`config.mk`:
```
export PLATFORM = sky130hd
export DESIGN_NAME = ce_pulse_gen
export DESIGN_NICKNAME = d
export VERILOG_FILES = /design/src/rtl/ce_gen_pkg.sv /design/src/rtl/ce_div_core.sv /design/src/rtl/ce_pulse_gen.sv
export SDC_FILE = /design/constraint.sdc
export NUM_CORES = 1
export LEC_CHECK = 0
export ABC_AREA = 1
export CORE_AREA = 2 2 61 63
export CTS_BUF_LIST = sky130_fd_sc_hd__clkbuf_8
export DETAILED_ROUTE_END_ITERATION = 16
export DIE_AREA = 0 0 63 65
export PLACE_DENSITY = 0.71
export RECOVER_POWER = 50
export SYNTH_ARGS = -nofsm -noshare
export SYNTH_HDL_FRONTEND = slang
export SYNTH_SLANG_ARGS = --single-unit
```
`constraint.sdc`:
```
create_clock -name clk -period 2.2 [get_ports clk]
set_input_delay 0.44 -clock clk [delete_from_list [all_inputs] [get_ports clk]]
set_output_delay 0.44 -clock clk [all_outputs]
set_load 0.02 [all_outputs]
```
`src/rtl/ce_gen_pkg.sv`:
```
// Shared types and constants for the clock-enable pulse generator.
package ce_gen_pkg;

  typedef enum logic {
    IDLE = 1'b0,
    RUN  = 1'b1
  } state_t;

  localparam logic MODE_CONT  = 1'b0;
  localparam logic MODE_BURST = 1'b1;

endpackage

```
`src/rtl/ce_div_core.sv`:
```
// Reloadable PW-bit down-divider: emits a registered one-cycle tick each time
// the count has reached zero while enabled, then reloads.
module ce_div_core #(
  parameter int PW = 8
) (
  input  logic          clk,
  input  logic          clr_n,
  input  logic          load,
  input  logic          en,
  input  logic [PW-1:0] reload,
  output logic          tick,
  output logic          zero
);

  logic [PW-1:0] cnt;
  logic [PW-1:0] reload_q;

  // Lets the owner see, before the edge, whether this edge will emit a tick.
  assign zero = (cnt == '0);

  // NOTE: state is updated with <= so every register samples pre-edge values.
  always_ff @(posedge clk or negedge clr_n) begin
    if (!clr_n) begin
      cnt      <= '0;
      reload_q <= '0;
      tick     <= 1'b0;
    end else if (load) begin
      cnt      <= reload;
      reload_q <= reload;
      tick     <= 1'b0;
    end else if (en) begin
      if (zero) begin
        tick <= 1'b1;
        cnt  <= reload_q;
      end else begin
        tick <= 1'b0;
        cnt  <= cnt - 1'b1;
      end
    end else begin
      tick <= 1'b0;
    end
  end

endmodule

```
`src/rtl/ce_pulse_gen.sv`:
```
// Programmable clock-enable pulse generator: continuous or fixed-length burst
// of single-cycle ce_out pulses spaced 'period' clocks apart.
module ce_pulse_gen
  import ce_gen_pkg::*;
#(
  parameter int PW = 8,
  parameter int NW = 4
) (
  input  logic          clk,
  input  logic          clr_n,
  input  logic          start,
  input  logic          stop,
  input  logic          mode,
  input  logic [PW-1:0] period,
  input  logic [NW-1:0] count,
  output logic          ce_out,
  output logic          busy,
  output logic          done
);

  state_t        state;
  logic          mode_q;
  logic [NW-1:0] remaining;
  logic          empty_pend;

  logic          accept;
  logic          empty_burst;
  logic          load;
  logic          run_en;
  logic          div_zero;
  logic          fire;
  logic [PW-1:0] reload_val;

  assign accept      = (state == IDLE) && start && !stop;
  assign empty_burst = (mode == MODE_BURST) && (count == '0);
  assign load        = accept && !empty_burst;
  assign run_en      = (state == RUN) && !stop;
  assign fire        = run_en && div_zero;
  // A period of 0 behaves as 1, so the reload value never underflows.
  assign reload_val  = (period == '0) ? '0 : period - 1'b1;

  ce_div_core #(.PW(PW)) u_div (
    .clk    (clk),
    .clr_n  (clr_n),
    .load   (load),
    .en     (run_en),
    .reload (reload_val),
    .tick   (ce_out),
    .zero   (div_zero)
  );

  always_ff @(posedge clk or negedge clr_n) begin
    if (!clr_n) begin
      state      <= IDLE;
      mode_q     <= MODE_CONT;
      remaining  <= '0;
      empty_pend <= 1'b0;
      busy       <= 1'b0;
      done       <= 1'b0;
    end else begin
      done <= 1'b0;
      case (state)
        IDLE: begin
          // An empty burst completes one edge after it is accepted.
          done       <= empty_pend;
          empty_pend <= 1'b0;
          if (accept) begin
            if (empty_burst) begin
              empty_pend <= 1'b1;
            end else begin
              state     <= RUN;
              busy      <= 1'b1;
              mode_q    <= mode;
              remaining <= count;
            end
          end
        end
        RUN: begin
          if (stop) begin
            state <= IDLE;
            busy  <= 1'b0;
          end else if (fire && (mode_q == MODE_BURST)) begin
            remaining <= remaining - 1'b1;
            if (remaining == NW'(1)) begin
              state <= IDLE;
              busy  <= 1'b0;
              done  <= 1'b1;
            end
          end
        end
        default: state <= IDLE;
      endcase
    end
  end

endmodule
```
==> results of run 1 <==
## state kept, by name, indices dropped and copies added (netlist names)
signal          cells
u_div.cnt           8
done                1
u_div.reload_q      8
remaining           4
busy                1
empty_pend          1
mode_q              1
state               1
u_div.tick          1
## layer usage
| layer | wire, um | track usage [%] | vias to the layer above |
|---|---|---|---|
| li1 | - | - | 783 |
| met1 | 1620 | 24.2 | 659 |
| met5 | 0 | 0 | - |
| met3 | 58 | 2.08 | 4 |
| met2 | 1570 | 33.0 | 18 |
| met4 | 40 | 6.67 | 0 |
## tightest hold or removal path: cells and delay by family (launching register included)
family           cells  cell delay [ns]
flip-flops           1             0.35
AND/OR/NAND/NOR      2             0.09
## area by class of cell
type	count	area (sq um)
Multi-Input combinational cell	175	862
Tap cell	48	60.1
Inverter	33	124
Timing Repair Buffer	20	194
Clock buffer	3	41.3
Fill cell	357	1530
Clock inverter	1	30.0
Sequential cell	26	651
## synth_stat cells
library cell,number
sky130_fd_sc_hd__xor2_1,2
sky130_fd_sc_hd__nand3_2,1
sky130_fd_sc_hd__nor2_2,1
sky130_fd_sc_hd__nor2_4,3
sky130_fd_sc_hd__a31oi_1,1
sky130_fd_sc_hd__buf_4,1
sky130_fd_sc_hd__buf_6,1
sky130_fd_sc_hd__nor2_1,23
sky130_fd_sc_hd__nand2_4,3
sky130_fd_sc_hd__buf_12,1
sky130_fd_sc_hd__o22ai_1,1
sky130_fd_sc_hd__o211ai_1,1
sky130_fd_sc_hd__dfrtp_1,26
sky130_fd_sc_hd__nand2_1,82
sky130_fd_sc_hd__or2_2,2
sky130_fd_sc_hd__nand2_2,2
sky130_fd_sc_hd__o21ai_2,1
sky130_fd_sc_hd__ha_1,6
sky130_fd_sc_hd__nand3_1,26
sky130_fd_sc_hd__inv_1,31
sky130_fd_sc_hd__o21ai_0,16
sky130_fd_sc_hd__xnor2_1,1
sky130_fd_sc_hd__inv_2,2
sky130_fd_sc_hd__o32ai_1,1
sky130_fd_sc_hd__o21ai_1,2
## final timing paths
check                        startpoint                end  slack (ns)
max in group clk           u_div.cnt[0]       u_div.cnt[6]        0.44
max                               clr_n  u_div.reload_q[4]        0.44
min                                busy               busy        0.48
max reg2reg                u_div.cnt[0]       u_div.cnt[6]        0.44
min reg2reg                        busy               busy        0.48
min in group asynchronous         clr_n             mode_q        0.94
## power breakdown
group	switching (W)	internal [W]
combinational	0.000584	0.000372
clock	0.000157	0.000244
sequential	0.000143	0.000676
total	0.000884	0.00129
## metrics by stage
| step | instances | setup slack, ns | power, W | cell area [sq um] |
|---|---|---|---|---|
| CTS | 306 | 0.436 | 0.00219 | 1970 |
| floorplan | 237 | 0.787 | 0.00157 | 1680 |
| finish | 306 | 0.440 | 0.00218 | 1960 |
| detailed placement | 302 | 0.201 | 0.00179 | 1890 |
| global route | 306 | 0.138 | 0.00241 | 1960 |
| global placement | 302 | 0.239 | 0.00178 | 1890 |
## cells in the final DEF (no fill, tap or decap), types with 2 or more instances in the layout
cell type	n
sky130_fd_sc_hd__inv_1	31
sky130_fd_sc_hd__nand2_4	3
sky130_fd_sc_hd__nand2_1	82
sky130_fd_sc_hd__o21ai_0	16
sky130_fd_sc_hd__inv_2	2
sky130_fd_sc_hd__nand2_2	2
sky130_fd_sc_hd__dfrtp_1	26
sky130_fd_sc_hd__clkbuf_8	3
sky130_fd_sc_hd__clkdlybuf4s50_1	18
sky130_fd_sc_hd__nand3_1	26
sky130_fd_sc_hd__nor2_1	23
sky130_fd_sc_hd__ha_1	6
sky130_fd_sc_hd__o21ai_1	2
sky130_fd_sc_hd__or2_2	2
sky130_fd_sc_hd__xor2_1	2
sky130_fd_sc_hd__nor2_4	3
## cell families (layout without fill, tap and decap cells)
| group | count (synthesis) | after routing | share of synthesized area (%) |
|---|---|---|---|
| AOI/OAI and AO/OA | 23 | 23 | 7.62 |
| buffers and inverters | 36 | 57 | 9.71 |
| xor gates and xnor gates | 3 | 3 | 1.57 |
| adders and majority gates | 6 | 6 | 4.48 |
| DFF | 26 | 26 | 38.8 |
| and+or+nand+nor | 143 | 143 | 37.8 |
==> run metrics, run 1 <==
total congestion overflow 0; Worst path slowest cell sky130_fd_sc_hd__clkbuf_1; Clock Latency Late Sink 0.27 ns; maximum clock frequency 568 MHz; Critical Path Max Stage Delay 1.02 ns; # Post-CTS Setup Buffers 0; number of gates resized after CTS 0; sort of element at the end of the critical path async pin; instance count of the mapped netlist 237; final clock skew 0.00427 ns; starting density of the core 47.9%; fraction of post-synthesis cell area in the top cell type by area 38.8%; number of hold buffers added after CTS 0; number of top-level pins 20; maximum clock insertion buffer count 2; number of antenna violations at the first check in global routing 0; net count after synthesis 260; die outline area 0.00410 sq mm; share of post-route cells with drive strength above 1 7.36%; all-layer global routing usage 18.9%; Max-slew headroom 6.60%; mean routed wirelength per cell 10.8 um; cell taking the most area after synthesis sky130_fd_sc_hd__dfrtp_1; Final Core Density 56.1%; Die W 63 um; total stage count of the critical path 2; final worst path period share 80.0%; proportion of synthesized chip area in sequential cells 38.8%; cts bufs inserted 3; post-synthesis sequential element count 26; number of remaining DRC errors 0; total power per unit cell area 1110 mW/mm^2; number of H-tree levels 1; Netlist cell types 25; antenna viol nets, final 0; TritonCTS clock tree done; final net count 282; leakage power 1.01 nW; critical path, cell by cell clkdlybuf4s50_1 -> clkbuf_1; top fanout value on the critical path 26; CTS root buffer sky130_fd_sc_hd__clkbuf_8; area overhead of the layout relative to synthesis 17.1%; hold violation count in the final report 0; critical path class in -> async; cell area after synthesis 0.00168 sq mm; Ys Warns 0; first-pass GRT wire length 6.15 mm; gp weighted congestion 0.793; height of the die 65 um; biggest area contributors in the synthesized netlist sky130_fd_sc_hd__dfrtp_1 39%, sky130_fd_sc_hd__nand2_1 18%, sky130_fd_sc_hd__nand3_1 7.8%, sky130_fd_sc_hd__inv_1 6.9%, sky130_fd_sc_hd__nor2_1 5.2%; classification of the worst-slack hold path reg -> reg; setup violators final 0; clock-pin slew on the worst setup and hold paths 0.09 ns; result of the run finished, final reports clean; kind of start point of the critical path input port; max-capacitance violation count 0; sink count of the clock tree 26; setup total negative slack 0 ns; worst hold slack 0.476 ns; shortest clock period the worst path allows after layout 1.76 ns; HPWL after detailed placement 2.59 mm; Std-Cell Core Area 0.00350 sq mm; Worst Hold Path Cells 2; Buffers on Ports 19; largest net degree at the start of global routing 27; IR Drop Worst-Case VDD 536 uV; total inserted antenna cells 0; vias in the first global route 1395; # rows 22; routed via count 1464; vias per cell 4.78; Crit path max-delay family buffers and inverters; cell count of the worst reg-to-reg path 11; required arrival time at the worst endpoint 2.36 ns; 1st-iter DRT viols 61; number of max-slew violations in the final report 0; routed wire length 3.29 mm; critical path data arrival time 1.92 ns; router iterations before antenna repair 4; RSZ-0062 raised after global routing false; average size of a mapped cell 7.07 sq um; transition time of the tightest slew-check pin 1.40 ns; number of buffers and inverters on the critical path 2
Power figures use the tool's default switching activity.
==> run 2: changes to the inputs <==
==> constraint.sdc (replaced) <==
create_clock -name clk -period 1.8 [get_ports clk]
set_input_delay 0.36 -clock clk [delete_from_list [all_inputs] [get_ports clk]]
set_output_delay 0.36 -clock clk [all_outputs]
set_load 0.02 [all_outputs]
==> run metrics, run 2 (synthesis gave the netlist of run 1 again) <==
routed via count 1511; setup total negative slack 0 ns; largest registers u_div.cnt (8), u_div.reload_q (8), remaining (4); sort of element at the end of the critical path flip-flop; post-layout instance area 0.00201 sq mm; transition time of the tightest slew-check pin 0.636 ns; Die W 63 um; classification of the worst-slack hold path reg -> reg; starting density of the core 47.9%; result of the run finished, final reports clean; share of post-route cells with drive strength above 1 11.2%; GR Layer Usage met2 32.4%; # Post-CTS Setup Buffers 0; final clock skew 0.00268 ns; area overhead of the layout relative to synthesis 20.0%; critical path class in -> reg; mean routed wirelength per cell 10.6 um; number of max-slew violations in the final report 0; largest net degree at the start of global routing 27; number of antenna violations at the first check in global routing 0; cts bufs inserted 3; antenna viol nets, final 0; total power per unit cell area 1270 mW/mm^2; HPWL after detailed placement 2.69 mm; die outline area 0.00410 sq mm; total congestion overflow 0; top fanout value on the critical path 4; kind of start point of the critical path input port; maximum clock frequency 617 MHz; most common library cell in the layout ignoring fill and taps sky130_fd_sc_hd__nand2_1; Clock Latency Late Sink 0.27 ns; vias in the first global route 1482; leakage power 1.05 nW; routed wire length 3.35 mm; Max-slew headroom 57.6%; number of remaining DRC errors 0; hold violation count in the final report 0; most crowded layer after global routing met2; TritonCTS clock tree done; Global Route met3 Usage 2.95%; vias per cell 4.80; # rows 22; total inserted antenna cells 0; Buffers on Ports 19; top library cells by usage in the layout, fill and taps aside 81 x sky130_fd_sc_hd__nand2_1, 31 x sky130_fd_sc_hd__inv_1, 26 x sky130_fd_sc_hd__nand3_1, 26 x sky130_fd_sc_hd__dfrtp_1, 23 x sky130_fd_sc_hd__nor2_1; first-pass GRT wire length 6.21 mm; shortest clock period the worst path allows after layout 1.62 ns; final net count 292; RSZ-0062 raised after global routing false; maximum clock insertion buffer count 2; final worst path period share 90.0%; all-layer global routing usage 19.1%; required arrival time at the worst endpoint 1.97 ns; height of the die 65 um; gp weighted congestion 0.782; clock-pin slew on the worst setup and hold paths 0.09 ns; max-capacitance violation count 0; met1 usage 24.0%; number of top-level pins 20; critical path data arrival time 1.79 ns; sink count of the clock tree 26; 1st-iter DRT viols 72; IR Drop Worst-Case VDD 615 uV; router iterations before antenna repair 4; area post-placement 0.00197 sq mm; Std-Cell Core Area 0.00350 sq mm; CTS root buffer sky130_fd_sc_hd__clkbuf_8; setup violators final 0; number of H-tree levels 1
==> run 2: path summary, 6_finish.rpt <==
path	startpoint	to	slack, ns	cells past startpoint
worst max-delay path	period[0]	u_div.cnt[4]	0.18	10
worst min-delay path	busy	busy	0.48	2
worst max register to register	u_div.cnt[1]	remaining[1]	0.20	8
worst min register to register	busy	busy	0.48	2
max in group asynchronous	clr_n	u_div.cnt[6]	0.76	2
min in group asynchronous	clr_n	mode_q	0.62	2
==> run 2: power breakdown <==
group | switching [W] | internal, W
Combinational | 0.000742 | 0.000503
Sequential | 0.000159 | 0.000826
Clock | 0.000182 | 0.000150
==> run 2: worst max-delay path, stage by stage <==
cell and delay (ns):
sky130_fd_sc_hd__clkdlybuf4s50_1 0.49, sky130_fd_sc_hd__inv_1 0.09, sky130_fd_sc_hd__ha_1 0.21, sky130_fd_sc_hd__nand2_1 0.08
sky130_fd_sc_hd__nor2_1 0.05, sky130_fd_sc_hd__or2_2 0.26, sky130_fd_sc_hd__nand3_1 0.10, sky130_fd_sc_hd__nand2_1 0.06
sky130_fd_sc_hd__nand2_1 0.05, sky130_fd_sc_hd__nand2_1 0.05
==> run 2: layer usage <==
metal  vias up  part of all wire, %  wire, um
li1        800                    -         -
met5         -                    0         0
met2        26                   48      1600
met3         7                  3.7       123
met1       678                   47      1570
met4         0                  1.6        53
==> run 2: final cells by class <==
type,count,area (sq um)
Clock buffer,3,41.3
Fill cell,337,1490
Inverter,33,124
Multi-Input combinational cell,175,865
Sequential cell,26,651
Tap cell,48,60.1
Timing Repair Buffer,30,270
==> run 2: timing repair <==
action	in CTS	in global routing
gates resized for setup	0	1
setup endpoints to repair	0	6
hold buffers	0	0
==> run 2: stage by stage <==
step	std cells	setup WS, ns	util (%)	hold slack, ns	power (W)
floorplan	237	0.387	-	0.0644	0.00192
global placement	312	-0.0798	56.3	0.461	0.00223
detailed placement	312	-0.114	56.3	0.461	0.00225
CTS	315	0.122	57.5	0.456	0.00257
global route	315	0.0342	57.5	0.515	0.00284
finish	315	0.180	57.5	0.477	0.00256
